===== src/rtl/pipe_pkg.sv =====
// Shared constants for the pipeline-stage buffers: default widths, the NOP
// instruction and the bubble control encoding.
package pipe_pkg;

  localparam int INSTR_W_DEF = 16;
  localparam int DATA_W_DEF  = 48;
  localparam int CTRL_W_DEF  = 12;

  localparam logic [INSTR_W_DEF-1:0] NOP_INSTR_DEF = 16'h0800;

  // Every control bit is write-type, so a bubble's control word is all zeros.
  localparam logic BUBBLE_CTRL_BIT = 1'b0;

  function automatic logic [1:0] countValid(input logic a, input logic b);
    return {1'b0, a} + {1'b0, b};
  endfunction

endpackage


===== src/rtl/pipe_stage_buf_if.sv =====
// Upstream/downstream valid-ready bus of one pipeline stage; the stage itself
// takes the slave side, the producer/consumer environment the master side.
interface pipe_stage_buf_if #(
  parameter int INSTR_W = pipe_pkg::INSTR_W_DEF,
  parameter int DATA_W  = pipe_pkg::DATA_W_DEF,
  parameter int CTRL_W  = pipe_pkg::CTRL_W_DEF
);

  logic               in_valid;
  logic               in_ready;
  logic [INSTR_W-1:0] in_instr;
  logic [DATA_W-1:0]  in_data;
  logic [CTRL_W-1:0]  in_ctrl;
  logic               out_valid;
  logic               out_ready;
  logic [INSTR_W-1:0] out_instr;
  logic [DATA_W-1:0]  out_data;
  logic [CTRL_W-1:0]  out_ctrl;
  logic [1:0]         occupancy;

  modport master (
    output in_valid, in_instr, in_data, in_ctrl, out_ready,
    input  in_ready, out_valid, out_instr, out_data, out_ctrl, occupancy
  );

  modport slave (
    input  in_valid, in_instr, in_data, in_ctrl, out_ready,
    output in_ready, out_valid, out_instr, out_data, out_ctrl, occupancy
  );

endinterface


===== src/rtl/pipe_entry_reg.sv =====
// One buffered pipeline entry: a valid flag plus the packed {instr, data, ctrl}
// word. Clear wins over load.
module pipe_entry_reg #(
  parameter int W = 8
) (
  input  logic         clk,
  input  logic         rst,
  input  logic         load,
  input  logic         clear,
  input  logic [W-1:0] dIn,
  output logic         valid,
  output logic [W-1:0] q
);

  always_ff @(posedge clk or negedge rst) begin
    if (!rst) begin
      valid <= 1'b0;
      q     <= '0;
    end else if (clear) begin
      valid <= 1'b0;
    end else if (load) begin
      valid <= 1'b1;
      q     <= dIn;
    end
  end

endmodule


===== src/rtl/pipe_stage_buf.sv =====
// Pipeline-stage register with valid/ready handshake, optional 2-entry skid
// buffer, synchronous flush and NOP-bubble output masking.
module pipe_stage_buf #(
  parameter int                 DATA_W    = pipe_pkg::DATA_W_DEF,
  parameter int                 CTRL_W    = pipe_pkg::CTRL_W_DEF,
  parameter int                 INSTR_W   = pipe_pkg::INSTR_W_DEF,
  parameter logic [INSTR_W-1:0] NOP_INSTR = INSTR_W'(pipe_pkg::NOP_INSTR_DEF),
  parameter bit                 SKID_EN   = 1'b1
) (
  input  logic            clk,
  input  logic            rst,
  input  logic            flush,
  pipe_stage_buf_if.slave bus
);

  import pipe_pkg::*;

  localparam int WORD_W = INSTR_W + DATA_W + CTRL_W;

  logic [WORD_W-1:0] inWord;
  logic [WORD_W-1:0] mDin;
  logic [WORD_W-1:0] mQ;
  logic              mValid;
  logic              mLoad;
  logic              mClear;
  logic              sValid;
  logic              inReady;
  logic              inFire;
  logic              outFire;

  assign inWord  = {bus.in_instr, bus.in_data, bus.in_ctrl};
  assign inFire  = bus.in_valid & inReady;
  assign outFire = mValid & bus.out_ready;

  pipe_entry_reg #(.W(WORD_W)) mEntry (
    .clk   (clk),
    .rst   (rst),
    .load  (mLoad),
    .clear (mClear),
    .dIn   (mDin),
    .valid (mValid),
    .q     (mQ)
  );

  generate
    if (SKID_EN) begin : gSkid
      logic [WORD_W-1:0] sQ;
      logic              sLoad;
      logic              sClear;

      // in_ready comes straight off the skid valid flop, so out_ready never
      // reaches upstream combinationally; the skid entry absorbs that slack.
      assign inReady = ~sValid;
      assign sLoad   = ~flush & inFire & mValid & ~outFire;
      assign sClear  = flush | (outFire & sValid);
      assign mLoad   = ~flush & ((outFire & sValid) | (inFire & (~mValid | outFire)));
      assign mClear  = flush | (outFire & ~sValid & ~inFire);
      assign mDin    = sValid ? sQ : inWord;

      pipe_entry_reg #(.W(WORD_W)) sEntry (
        .clk   (clk),
        .rst   (rst),
        .load  (sLoad),
        .clear (sClear),
        .dIn   (inWord),
        .valid (sValid),
        .q     (sQ)
      );
    end else begin : gSingle
      assign sValid  = 1'b0;
      assign inReady = ~mValid | bus.out_ready;
      assign mLoad   = ~flush & inFire;
      assign mClear  = flush | (outFire & ~inFire);
      assign mDin    = inWord;
    end
  endgenerate

  // An empty stage presents a bubble regardless of what the entry still holds.
  assign bus.in_ready  = inReady;
  assign bus.out_valid = mValid;
  assign bus.out_instr = mValid ? mQ[WORD_W-1 -: INSTR_W] : NOP_INSTR;
  assign bus.out_data  = mValid ? mQ[CTRL_W +: DATA_W] : '0;
  assign bus.out_ctrl  = mValid ? mQ[CTRL_W-1:0] : {CTRL_W{BUBBLE_CTRL_BIT}};
  assign bus.occupancy = countValid(mValid, sValid);

endmodule


===== src/flat_wrapper.sv =====
// flat-port wrapper written by rule: the top's interface ports become plain ports
module pipe_stage_buf_flat import pipe_pkg::*;
#(
  parameter int                 DATA_W    = pipe_pkg::DATA_W_DEF,
  parameter int                 CTRL_W    = pipe_pkg::CTRL_W_DEF,
  parameter int                 INSTR_W   = pipe_pkg::INSTR_W_DEF,
  parameter logic [INSTR_W-1:0] NOP_INSTR = INSTR_W'(pipe_pkg::NOP_INSTR_DEF),
  parameter bit                 SKID_EN   = 1'b1
)
  (clk, rst, flush, bus_in_valid, bus_in_instr, bus_in_data, bus_in_ctrl, bus_out_ready, bus_in_ready, bus_out_valid, bus_out_instr, bus_out_data, bus_out_ctrl, bus_occupancy);
  pipe_stage_buf_if #(.INSTR_W(INSTR_W), .DATA_W(DATA_W), .CTRL_W(CTRL_W)) bus_i ();
  input  logic clk;
  input  logic rst;
  input  logic flush;
  input wire logic [$bits(bus_i.in_valid)-1:0] bus_in_valid;
  input wire logic [$bits(bus_i.in_instr)-1:0] bus_in_instr;
  input wire logic [$bits(bus_i.in_data)-1:0] bus_in_data;
  input wire logic [$bits(bus_i.in_ctrl)-1:0] bus_in_ctrl;
  input wire logic [$bits(bus_i.out_ready)-1:0] bus_out_ready;
  output wire logic [$bits(bus_i.in_ready)-1:0] bus_in_ready;
  output wire logic [$bits(bus_i.out_valid)-1:0] bus_out_valid;
  output wire logic [$bits(bus_i.out_instr)-1:0] bus_out_instr;
  output wire logic [$bits(bus_i.out_data)-1:0] bus_out_data;
  output wire logic [$bits(bus_i.out_ctrl)-1:0] bus_out_ctrl;
  output wire logic [$bits(bus_i.occupancy)-1:0] bus_occupancy;
  assign bus_i.in_valid = bus_in_valid;
  assign bus_i.in_instr = bus_in_instr;
  assign bus_i.in_data = bus_in_data;
  assign bus_i.in_ctrl = bus_in_ctrl;
  assign bus_i.out_ready = bus_out_ready;
  assign bus_in_ready = bus_i.in_ready;
  assign bus_out_valid = bus_i.out_valid;
  assign bus_out_instr = bus_i.out_instr;
  assign bus_out_data = bus_i.out_data;
  assign bus_out_ctrl = bus_i.out_ctrl;
  assign bus_occupancy = bus_i.occupancy;
  pipe_stage_buf #(.DATA_W(DATA_W), .CTRL_W(CTRL_W), .INSTR_W(INSTR_W), .NOP_INSTR(NOP_INSTR), .SKID_EN(SKID_EN)) u_core (.clk(clk), .rst(rst), .flush(flush), .bus(bus_i));
endmodule

===== config.mk =====
export PLATFORM = sky130hd
export DESIGN_NAME = pipe_stage_buf_flat
export DESIGN_NICKNAME = d
export VERILOG_FILES = /design/src/rtl/pipe_pkg.sv /design/src/rtl/pipe_stage_buf_if.sv /design/src/rtl/pipe_entry_reg.sv /design/src/rtl/pipe_stage_buf.sv /design/src/flat_wrapper.sv
export SDC_FILE = /design/constraint.sdc
export NUM_CORES = 1
export LEC_CHECK = 0
export CELL_PAD_IN_SITES_DETAIL_PLACEMENT = 0
export CELL_PAD_IN_SITES_GLOBAL_PLACEMENT = 1
export CORE_ASPECT_RATIO = 0.75
export CORE_UTILIZATION = 44
export DETAILED_ROUTE_END_ITERATION = 10
export MAX_ROUTING_LAYER = met4
export PLACE_DENSITY_LB_ADDON = 0.2
export SLEW_MARGIN = 20
export SYNTH_ARGS = -nofsm -noshare
export SYNTH_HDL_FRONTEND = slang
export SYNTH_SLANG_ARGS = --single-unit

===== constraint.sdc =====
create_clock -name clk -period 3.15 [get_ports clk]
set_clock_uncertainty 0.2 [all_clocks]
set_input_delay 0.63 -clock clk [delete_from_list [all_inputs] [get_ports clk]]
set_output_delay 0.63 -clock clk [all_outputs]
set_load 0.02 [all_outputs]

After elaboration in Yosys (flattened, before gate mapping)
Index checks and enable logic that the tools add are counted.

storage, ports and cells
  input bits = 81
  logic and storage cells = 38
  output and inout port bits = 80
  bits in registers = 154

operators by class
  add/sub/neg operators = 1
  reduce and logical (&&, ||, !) cells = 4
  mux-type cells = 8
  bitwise operators = 21

operators by type and width
  kind               number
  $mux 76            1
  $mux 48            1
  $mux 16            1
  $mux 12            1
  $and 1x1->1        10
  $not 1->1          7
  $mux 1             4
  $or 1x1->1         4
  $reduce_and 2->1   2
  $reduce_bool 2->1  2
  $add 1x1->2        1

Depth between registers and ports, before layout
Gate-level depths: netlist of run 1.

  depth in word-level cells = 7
  gate-level depth with buffers = 6
  mapped depth without buffers = 3

By module
From an unflattened synthesis of run 1, not the netlist that was laid out.

unflattened totals
  cell total of the unflattened synthesis = 507
  area, all modules = 7,642.3 um^2

modules (own cells, without submodules)
  module          seq. area each (um^2)  area an instance (um^2)  cells an instance  instances
  pipe_entry_reg  1,926.8                3,067.9                  164                2
  pipe_stage_buf  0.0                    1,506.4                  179                1

Least setup slack after synthesis of run 1
Ideal clock, no wire load.

  path type = flip-flop to output port
  start = register u_core.mEntry.valid
  end = output port bus_out_instr[10]
  buffers on the path = 3
  setup slack = 0.949 ns
  cell stages (with the launch flop) = 5
  data required time = 2.320 ns
  data arrival time = 1.371 ns
  cell sequence = dfrtp_1 > buf_2 > clkbuf_1 > clkbuf_1 > and2_1

on the way
  word-level cells in the longest chain between the ends = 1

ends and longest elaborated chain
  element                   line                  text
  start: declaration        pipe_entry_reg.sv:11  output logic valid,
  start signal: assignment  pipe_entry_reg.sv:17  valid <= 1'b0;
  start signal: assignment  pipe_entry_reg.sv:20  valid <= 1'b0;
  start signal: assignment  pipe_entry_reg.sv:22  valid <= 1'b1;
  $mux 16                   pipe_stage_buf.sv:81  assign bus.out_instr = mValid ? mQ[WORD_W-1 -: INSTR_W] : NOP_INSTR;
  end: declaration          flat_wrapper.sv:22    output wire logic [$bits(bus_i.out_instr)-1:0] bus_out_instr;

Every way passes these cells.

Final worst setup path of run 1
  start = register u_core.mEntry.valid
  end = output port bus_out_data[29]

on the way
  word-level cells in the longest chain between the ends = 1

ends and longest elaborated chain
  element           line                  text
  $mux 48           pipe_stage_buf.sv:82  assign bus.out_data = mValid ? mQ[CTRL_W +: DATA_W] : '0;
  end: declaration  flat_wrapper.sv:23    output wire logic [$bits(bus_i.out_data)-1:0] bus_out_data;

Every way passes these cells.

==> results of run 1 <==
layout make-up:
cell class                 instances  area, sq um
fill                            1260         6450
sequential                       154         3860
multi-input combinational        313         3150
timing repair buffer             169         1720
clock buffer                      22          474
tap                              210          263
clock inverter                     8         95.1
inverter                           2         7.51
through the flow:
| stage | std cells | area, sq um |
|---|---|---|
| global route | 878 | 9570 |
| detailed placement | 847 | 8990 |
| global placement | 847 | 8990 |
| floorplan | 503 | 7200 |
| CTS | 878 | 9570 |
| finish | 878 | 9570 |
synthesized netlist by cell type:
cell | n | area (sq um)
mux2_2 | 188 | 2120
dfrtp_1 | 154 | 3850
and2_1 | 75 | 469
mux2_1 | 40 | 450
clkbuf_1 | 14 | 52.6
buf_2 | 9 | 45.0
buf_6 | 8 | 90.1
a21oi_1 | 2 | 10.0
buf_4 | 2 | 15.0
inv_1 | 2 | 7.51
a211oi_1 | 1 | 7.51
a221oi_2 | 1 | 15.0
buf_1 | 1 | 3.75
ha_1 | 1 | 12.5
nand2_1 | 1 | 3.75
nand2b_1 | 1 | 6.26
nand2b_4 | 1 | 13.8
nor4b_4 | 1 | 23.8
o21ai_0 | 1 | 5.00
worst register-to-register path, delay by kind of cell (launching register included):
family | cells | cell delay (ns)
flip-flops | 1 | 0.64
multiplexers | 2 | 0.72
buffers and inverters | 1 | 0.74
kinds of logic after synthesis:
kind of cell | Yosys count
multiplexers | 228
flip-flops | 154
AND/OR/NAND/NOR | 79
buffers and inverters | 36
AO/OA/AOI/OAI | 5
adder cells (fa/ha/maj) | 1
power by group through the flow:
stage | Combinational (mW) | Sequential [mW] | Clock [mW]
3_3_place_gp | 1.21 | 2.72 | 0
2_1_floorplan | 0.812 | 2.66 | 0
4_1_cts | 1.25 | 2.73 | 2.02
6_report | 1.23 | 2.73 | 1.96
3_5_place_dp | 1.25 | 2.76 | 0
5_1_grt | 1.33 | 2.80 | 2.11
state kept, by name, summed over array words and instances (netlist names):
signal                     count
u_core.mEntry.valid            1
u_core.gSkid.sEntry.valid      1
u_core.mEntry.q               76
u_core.gSkid.sEntry.q         76
worst max-delay path by stage:
stage	startpoint	end	slack, ns	cells after the start
3_5_place_dp	bus_out_ready	u_core.mEntry.q[10]	0.33	5
4_1_cts	u_core.mEntry.valid	bus_out_data[32]	0.1	3
3_3_place_gp	bus_out_ready	u_core.mEntry.q[9]	0.38	5
2_1_floorplan	u_core.mEntry.valid	bus_out_instr[10]	0.95	4
6_report	u_core.mEntry.valid	bus_out_data[29]	0.14	3
5_1_grt	u_core.mEntry.valid	bus_out_data[29]	0.008	3
layer usage:
layer / GRT usage [%] / part of all wire [%] / up-vias
li1: - / - / 2058
met1: 25.6 / 46 / 2237
met2: 31.0 / 48 / 94
met3: 5.36 / 5.3 / 16
met4: 6.06 / 1.1 / 0
met5: - / 0 / -
repair_timing:
action / in CTS / in global routing
hold buffers: 1 / 0
setup endpoints to repair: 17 / 0
resized for setup: 1 / 0
endpoints found under the hold margin: 30 / 0
==> impl_metrics.json, run 1 <==
{
  "vias": 4405,
  "pwr-share-seq_pct": 46.1,
  "final_common_cell": "mux2_2",
  "peakVddDrop_uv": 355,
  "cts_buffers": 17,
  "critPathMaxStageDelay_ns": 0.64,
  "diodes": 0,
  "antenna_found_initial": 0,
  "fin_util_pct": 59.8,
  "row_count": 40,
  "cts_setup_buffers": 0,
  "syn_avg_cell_area_sq_um": 14.3,
  "viasPerCell": 5.02,
  "cts_buffer_depth": 2,
  "wl_um": 15200,
  "synth_fa_ha_area_share_pct": 0.174,
  "dr.pass1.iters": 4,
  "crit_buf_inv": 2,
  "crit_slowest_cell": "dfrtp_4",
  "syn_area_sq_um": 7200,
  "status": "complete, no violations",
  "max_slew_margin_pct": 43.2,
  "syn_nets": 585,
  "cp.required_ns": 2.32,
  "pre_cts_slack_ns": 0.333,
  "swShare_pct": 24.8,
  "final_cell_mix": "188 x mux2_2, 159 x clkdlybuf4s50_1, 152 x dfrtp_1",
  "dp_hpwl_um": 9560,
  "synthMuxAreaShare_pct": 35.6,
  "htreeDepth": 4,
  "maxCapViolCount": 0,
  "hold_path_depth": 1,
  "r2r-start": "u_core.gSkid.sEntry.valid",
  "synth-seq-cells": 154,
  "comb_power_share_pct": 20.8,
  "dieArea_sq_um": 16900,
  "drive_gt1_share_pct": 34.4,
  "cp.arrival_ns": 2.18,
  "yosysSeqAreaShare_pct": 53.5,
  "period_share_pct": 95.5,
  "max_freq_mhz": 333,
  "min_from": "u_core.gSkid.sEntry.q[19]",
  "cts.sinks": 154,
  "worstMarginPinSlew_ns": 0.852,
  "clk_pin_slew_ns": 0.06,
  "ys_types": 19,
  "areaGrowthSynthToFinish_pct": 32.9,
  "grt_pass1_wl_um": 25000,
  "synth_compound_area_share_pct": 0.521,
  "post_drt_wl_per_cell_um": 17.3,
  "port_buffers": 160,
  "coreArea_sq_um": 16000,
  "fin_nets": 739,
  "place_congestion": 0.723,
  "path_delay_family": "buffers and inverters",
  "period_minus_slack_ns": 3.01,
  "die_h_um": 113,
  "p_int_mw": 4.46,
  "start_util_pct": 45.0,
  "final.setup.worst_slack_ns": 0.143,
  "switching_power_mw": 1.47,
  "grt.total_usage_pct": 20.0,
  "holdPathEnd": "u_core.gSkid.sEntry.q[19]",
  "yosys.area_share.simple_pct": 7.18,
  "grt_max_degree": 77,
  "ys_warn_count": 0,
  "cts_tree": "yes",
  "p_per_area_nw_per_um2": 620,
  "worstRegToRegCells": 3,
  "finalSetupTns_ns": 0,
  "post-route-drc-count": 0,
  "p_clk_share_pct": 33.1,
  "cts-root-buf": "clkbuf_16",
  "die_w_um": 150,
  "rrSetupSlack_ns": 0.74,
  "drtIter0Drc": 193,
  "netlist_instances": 503,
  "p_leak_nw": 3.94,
  "worst-path-max-fanout": 29,
  "synthXorXnorAreaFrac_pct": 0,
  "startpoint_type": "flip-flop",
  "criticalPathCategory": "flip-flop to output pin",
  "ios": 161,
  "whs_ns": 0.281,
  "p_total_mw": 5.93,
  "setup_viol": 0,
  "ant_nets": 0,
  "hold_class": "flip-flop to flip-flop",
  "maxSlewViolCount": 0,
  "path_cells": "buf_4 > and2_1 > clkdlybuf4s50_1",
  "clkLatencyLatePin_ns": 0.41,
  "end_kind": "output pin",
  "rsz0062_at_grt": "false",
  "r2r_end": "u_core.mEntry.q[10]",
  "synth_top_family_by_area": "multiplexers",
  "grt_pass1_vias": 4844,
  "hold_viol_final": 0,
  "grt-ovfl-total": 0
}
Note: power is estimated with default switching activity, not from simulation.
==> inputs of run 2 (changes only) <==
Settings changed: ABC_AREA set to 0, CORE_UTILIZATION 44 to 45, SYNTH_HIERARCHICAL set to 1.
==> impl_metrics.json, run 2 <==
{
  "fin_util_pct": 60.7,
  "dp_hpwl_um": 9820,
  "whs_ns": -0.000450,
  "maxSlewViolCount": 0,
  "htreeDepth": 4,
  "syn_avg_cell_area_sq_um": 15.1,
  "critPathMaxStageDelay_ns": 0.66,
  "start_util_pct": 46.8,
  "p_per_area_nw_per_um2": 587,
  "cts_buffer_depth": 2,
  "fin_area_sq_um": 9900,
  "yosysTopAreaCellShare_pct": 50.4,
  "maxCapViolCount": 0,
  "synth_commonest_cells": "154 x dfrtp_1, 148 x mux2_2, 80 x mux2_4",
  "synth_edf_count": 0,
  "peakVddDrop_uv": 288,
  "hold_viol_final": 1,
  "end_kind": "output pin",
  "diodes": 0,
  "cts_buffers": 17,
  "cts.sinks": 154,
  "cts_hold_buf": 0,
  "die_h_um": 115,
  "cts_setup_buffers": 0,
  "path_cells": "buf_12 > and2_1 > clkdlybuf4s50_1",
  "port_buffers": 160,
  "path_delay_family": "buffers and inverters",
  "ys_warn_count": 6,
  "antenna_found_initial": 0,
  "grt_max_degree": 72,
  "dieArea_sq_um": 17500,
  "coreArea_sq_um": 16300,
  "final_cell_mix": "159 x clkdlybuf4s50_1, 152 x dfrtp_1, 148 x mux2_2",
  "clkLatencyLatePin_ns": 0.42,
  "top_regs": "u_core/gSkid.sEntry/q (76), u_core/mEntry/q (76)",
  "wl_um": 15900,
  "final.fill_count": 1284,
  "yosys_most_used_dff": "dfrtp_1",
  "dr.pass1.iters": 7,
  "hold_class": "input port to async pin",
  "period_minus_slack_ns": 2.96,
  "cp.required_ns": 2.32,
  "ys_types": 20,
  "areaGrowthSynthToFinish_pct": 29.5,
  "dpl_cell_area_sq_um": 9340,
  "criticalPathCategory": "flip-flop to output pin",
  "grt-ovfl-total": 0,
  "cts-root-buf": "clkbuf_16",
  "drtIter0Drc": 222,
  "netlist_instances": 507,
  "vias": 4481,
  "max_slew_margin_pct": 30.6,
  "yosys-top-cells-area": "dfrtp_1 50%, mux2_2 22%, mux2_4 16%",
  "die_w_um": 152,
  "yosysSeqAreaShare_pct": 50.4,
  "post-route-drc-count": 12,
  "rsz0062_at_grt": "false",
  "placed_cells": 854,
  "ant_nets": 0,
  "startpoint_type": "flip-flop",
  "worst-path-max-fanout": 40,
  "syn_area_sq_um": 7640,
  "r2r-start": "u_core/mEntry/valid",
  "syn_nets": 589,
  "r2r_end": "u_core/mEntry/q[29]",
  "grt.total_usage_pct": 20.3,
  "max_freq_mhz": 338,
  "postCtsResizedCells": 0,
  "viasPerCell": 5.07,
  "clk_pin_slew_ns": 0.06,
  "ios": 161,
  "post_drt_wl_per_cell_um": 18.0,
  "crit_buf_inv": 2,
  "setup_viol": 0,
  "grt_pass1_wl_um": 26400,
  "p_leak_nw": 4.25,
  "place_congestion": 0.725,
  "cts_tree": "yes",
  "grt_pass1_vias": 5097,
  "crit_slowest_cell": "clkdlybuf4s50_1",
  "worstMarginPinSlew_ns": 1.04,
  "final.setup.worst_slack_ns": 0.191,
  "fin_nets": 745,
  "finalNonFillerCells": 883,
  "rrSetupSlack_ns": 0.66,
  "synthArstFlopShare_pct": 100,
  "synth.most_common_cell": "dfrtp_1",
  "row_count": 40,
  "worstRegToRegCells": 5,
  "violations": "DRC, hold timing",
  "status": "finished with violations",
  "synth_top_area_cell": "dfrtp_1",
  "pre_cts_slack_ns": 0.314,
  "synth-seq-cells": 154,
  "period_share_pct": 93.9,
  "drive_gt1_share_pct": 40.6,
  "cp.arrival_ns": 2.13,
  "finalSetupTns_ns": 0,
  "p_total_mw": 5.81,
  "final_common_cell": "clkdlybuf4s50_1"
}
-- run 2: worst reg2reg max path, delay by kind of cell (launching register included) --
kind / cells / cell delay (ns)
DFF: 1 / 0.63
and+or+nand+nor: 2 / 0.56
muxes: 1 / 0.44
AOI/OAI and AO/OA: 1 / 0.28
buffers and inverters: 1 / 0.28
-- run 2: area by class of cell --
cell class,instances,area (sq um),share of cell area (%)
multi-input combinational,318,3450,34.9
clock inverter,9,100,1.01
clock buffer,20,457,4.61
tap,210,263,2.66
inverter,2,7.51,0.0759
sequential,154,3860,39.0
timing repair buffer,170,1750,17.7
-- run 2: where the power goes --
| group | total [mW] | internal [mW] | switching (mW) |
|---|---|---|---|
| logic | 1.20 | 0.789 | 0.408 |
| clock network | 1.95 | 1.19 | 0.767 |
| registers | 2.66 | 2.43 | 0.230 |
| total | 5.81 | 4.40 | 1.41 |
-- run 2: metal layers --
metal / vias up / part of all wire (%) / GRT usage (%)
met5: - / 0 / -
met4: 0 / 1.2 / 6.87
met3: 18 / 6.6 / 6.33
met2: 103 / 46 / 32.0
met1: 2285 / 46 / 24.9
li1: 2075 / - / -
-- run 2: logic make-up after synthesis --
group	after synthesis	share of synthesized area, %
buffers and inverters	35	4.37
DFF	154	50.4
muxes	228	37.5
adders and majority gates	1	0.164
and+or+nand+nor	86	7.07
AOI/OAI and AO/OA	3	0.442
-- run 2: worst max path at each step --
stage	from	endpoint	slack, ns	cells after the start
after floorplan	u_core/mEntry/valid	u_core/mEntry/q[32]	0.86	7
after global placement	bus_out_ready	u_core/mEntry/q[1]	0.39	6
after detailed placement	bus_out_ready	u_core/mEntry/q[75]	0.31	6
after CTS	u_core/mEntry/valid	bus_out_ctrl[6]	0.03	3
after global routing	u_core/mEntry/valid	bus_out_ctrl[5]	0.08	3
final	u_core/mEntry/valid	bus_out_ctrl[5]	0.19	3
==> inputs of run 3 (changes only) <==
Settings changed: CAP_MARGIN set to 30, CORE_ASPECT_RATIO 0.75 to 1.75.
==> impl_metrics.json, run 3 (same netlist as run 2, synthesis figures left out) <==
{
  "grt_pass1_vias": 5130,
  "start_util_pct": 46.3,
  "r2r-start": "u_core/mEntry/valid",
  "cts_buffer_depth": 2,
  "end_kind": "output pin",
  "p_total_mw": 6.13,
  "vias": 4582,
  "coreArea_sq_um": 16500,
  "period_share_pct": 87.5,
  "ant_nets": 0,
  "fin_area_sq_um": 10100,
  "path_cells": "buf_12 > ha_1 > clkdlybuf4s50_1",
  "die_h_um": 174,
  "min_from": "u_core/gSkid.sEntry/q[17]",
  "cp.arrival_ns": 1.93,
  "htreeDepth": 4,
  "grt-ovfl-total": 0,
  "startpoint_type": "flip-flop",
  "crit_buf_inv": 2,
  "crit_cells": 3,
  "clkLatencyLatePin_ns": 0.42,
  "criticalPathCategory": "flip-flop to output pin",
  "dp_hpwl_um": 10600,
  "maxSlewViolCount": 0,
  "port_buffers": 160,
  "cp.required_ns": 2.32,
  "row_count": 62,
  "postCtsResizedCells": 0,
  "worstMarginPinSlew_ns": 0.646,
  "final_cell_mix": "159 x clkdlybuf4s50_1, 152 x dfrtp_1, 148 x mux2_2",
  "grt.total_usage_pct": 20.1,
  "p_leak_nw": 4.31,
  "hold_path_depth": 1,
  "top_regs": "u_core/gSkid.sEntry/q (76), u_core/mEntry/q (76)",
  "rsz0062_at_grt": "false",
  "areaGrowthSynthToFinish_pct": 31.5,
  "p_per_area_nw_per_um2": 610,
  "ff_latch_area_sq_um": 3860,
  "clk_pin_slew_ns": 0.06,
  "critPathMaxStageDelay_ns": 0.59,
  "post_drt_wl_per_cell_um": 18.0,
  "peakVddDrop_uv": 290,
  "period_minus_slack_ns": 2.76,
  "antenna_found_initial": 0,
  "drive_gt1_share_pct": 40.9,
  "crit_slowest_cell": "clkdlybuf4s50_1",
  "status": "complete, no violations",
  "die_w_um": 101,
  "max_freq_mhz": 363,
  "finalSetupTns_ns": 0,
  "dpl_cell_area_sq_um": 9390,
  "grt_max_degree": 60,
  "setup.worst_path.start": "u_core/mEntry/valid",
  "cts.sinks": 154,
  "wl_um": 16200,
  "maxCapViolCount": 0,
  "fin_util_pct": 60.8,
  "hold_viol_final": 0,
  "cts_buffers": 17,
  "drtIter0Drc": 166,
  "grt_pass1_wl_um": 26500,
  "viasPerCell": 5.07,
  "cts_setup_buffers": 0,
  "post-route-drc-count": 0,
  "setup_viol": 0,
  "worstRegToRegCells": 6,
  "final_common_cell": "clkdlybuf4s50_1",
  "dr.pass1.iters": 4,
  "hold_class": "flip-flop to flip-flop",
  "fin_nets": 749,
  "max_slew_margin_pct": 56.9,
  "ios": 161,
  "dieArea_sq_um": 17500,
  "path_delay_family": "buffers and inverters",
  "cts_tree": "yes",
  "multi_input_area_sq_um": 3450,
  "cts-root-buf": "clkbuf_16",
  "diodes": 0,
  "final.fill_count": 1349,
  "place_congestion": 0.761,
  "worst-path-max-fanout": 56
}
==> run 3: cell types whose count changed in the layout (fill, tap and decap cells not counted) <==
cell / change
clkinv_2: -5
bufinv_16: +3
inv_6: +3
buf_4: +2
buf_12: +1
clkbuf_8: -1
clkinv_4: +1
dfrtp_2: +1
dfrtp_4: -1
dlygate4sd3_1: +1
inv_8: +1
==> run 3: what timing repair did <==
action,in CTS,in global routing
hold buffers,1,0
hold endpoints to repair,17,0
endpoints found under the setup margin,0,0
==> run 3: where the power goes <==
| part | switching, mW | leakage, nW | total (mW) | internal, mW |
|---|---|---|---|---|
| Combinational | 0.420 | 2.07 | 1.21 | 0.791 |
| Sequential | 0.229 | 1.92 | 2.66 | 2.43 |
| Clock | 0.825 | 0.313 | 2.26 | 1.44 |
| Total | 1.47 | 4.31 | 6.13 | 4.65 |
==> run 3: path summary, 6_finish.rpt <==
kind	to	slack, ns
setup / recovery	bus_occupancy[0]	0.39
hold / removal	u_core/gSkid.sEntry/q[17]	0.30
setup reg to reg	u_core/mEntry/q[75]	0.63
hold reg to reg	u_core/gSkid.sEntry/q[17]	0.30
max in group asynchronous	u_core/gSkid.sEntry/q[52]	1.44
min in group asynchronous	u_core/mEntry/q[36]	0.53
==> run 3: through the flow <==
stage | setup WS, ns | hold slack (ns) | cells
floorplan | 0.861 | 0.134 | 507
global placement | 0.365 | 0.282 | 871
detailed placement | 0.302 | 0.290 | 871
CTS | 0.365 | 0.304 | 903
global route | 0.323 | 0.314 | 903
finish | 0.395 | 0.301 | 903
==> run 3: layer usage <==
layer,vias up,GRT usage [%],wire length [um]
li1,2089,-,-
met1,2356,23.4,6770
met2,118,34.0,8480
met3,19,4.62,689
met4,0,6.52,272
met5,-,-,0
==> run 3: worst reg2reg max path, cell delays in order (launching register included) <==
cell and delay (ns):
dfrtp_2 0.42, buf_4 0.22, or2_0 0.27, a221oi_2 0.28, nor2b_4 0.26, buf_12 0.34
mux2_2 0.42
==> run 3: final cells by class <==
cell class	instances	area share (%)
Tap cell	224	2.79
Multi-Input combinational cell	318	34.4
Timing Repair Buffer	174	17.9
Sequential cell	154	38.4
Clock buffer	19	4.41
Inverter	2	0.0747
Clock inverter	12	2.10
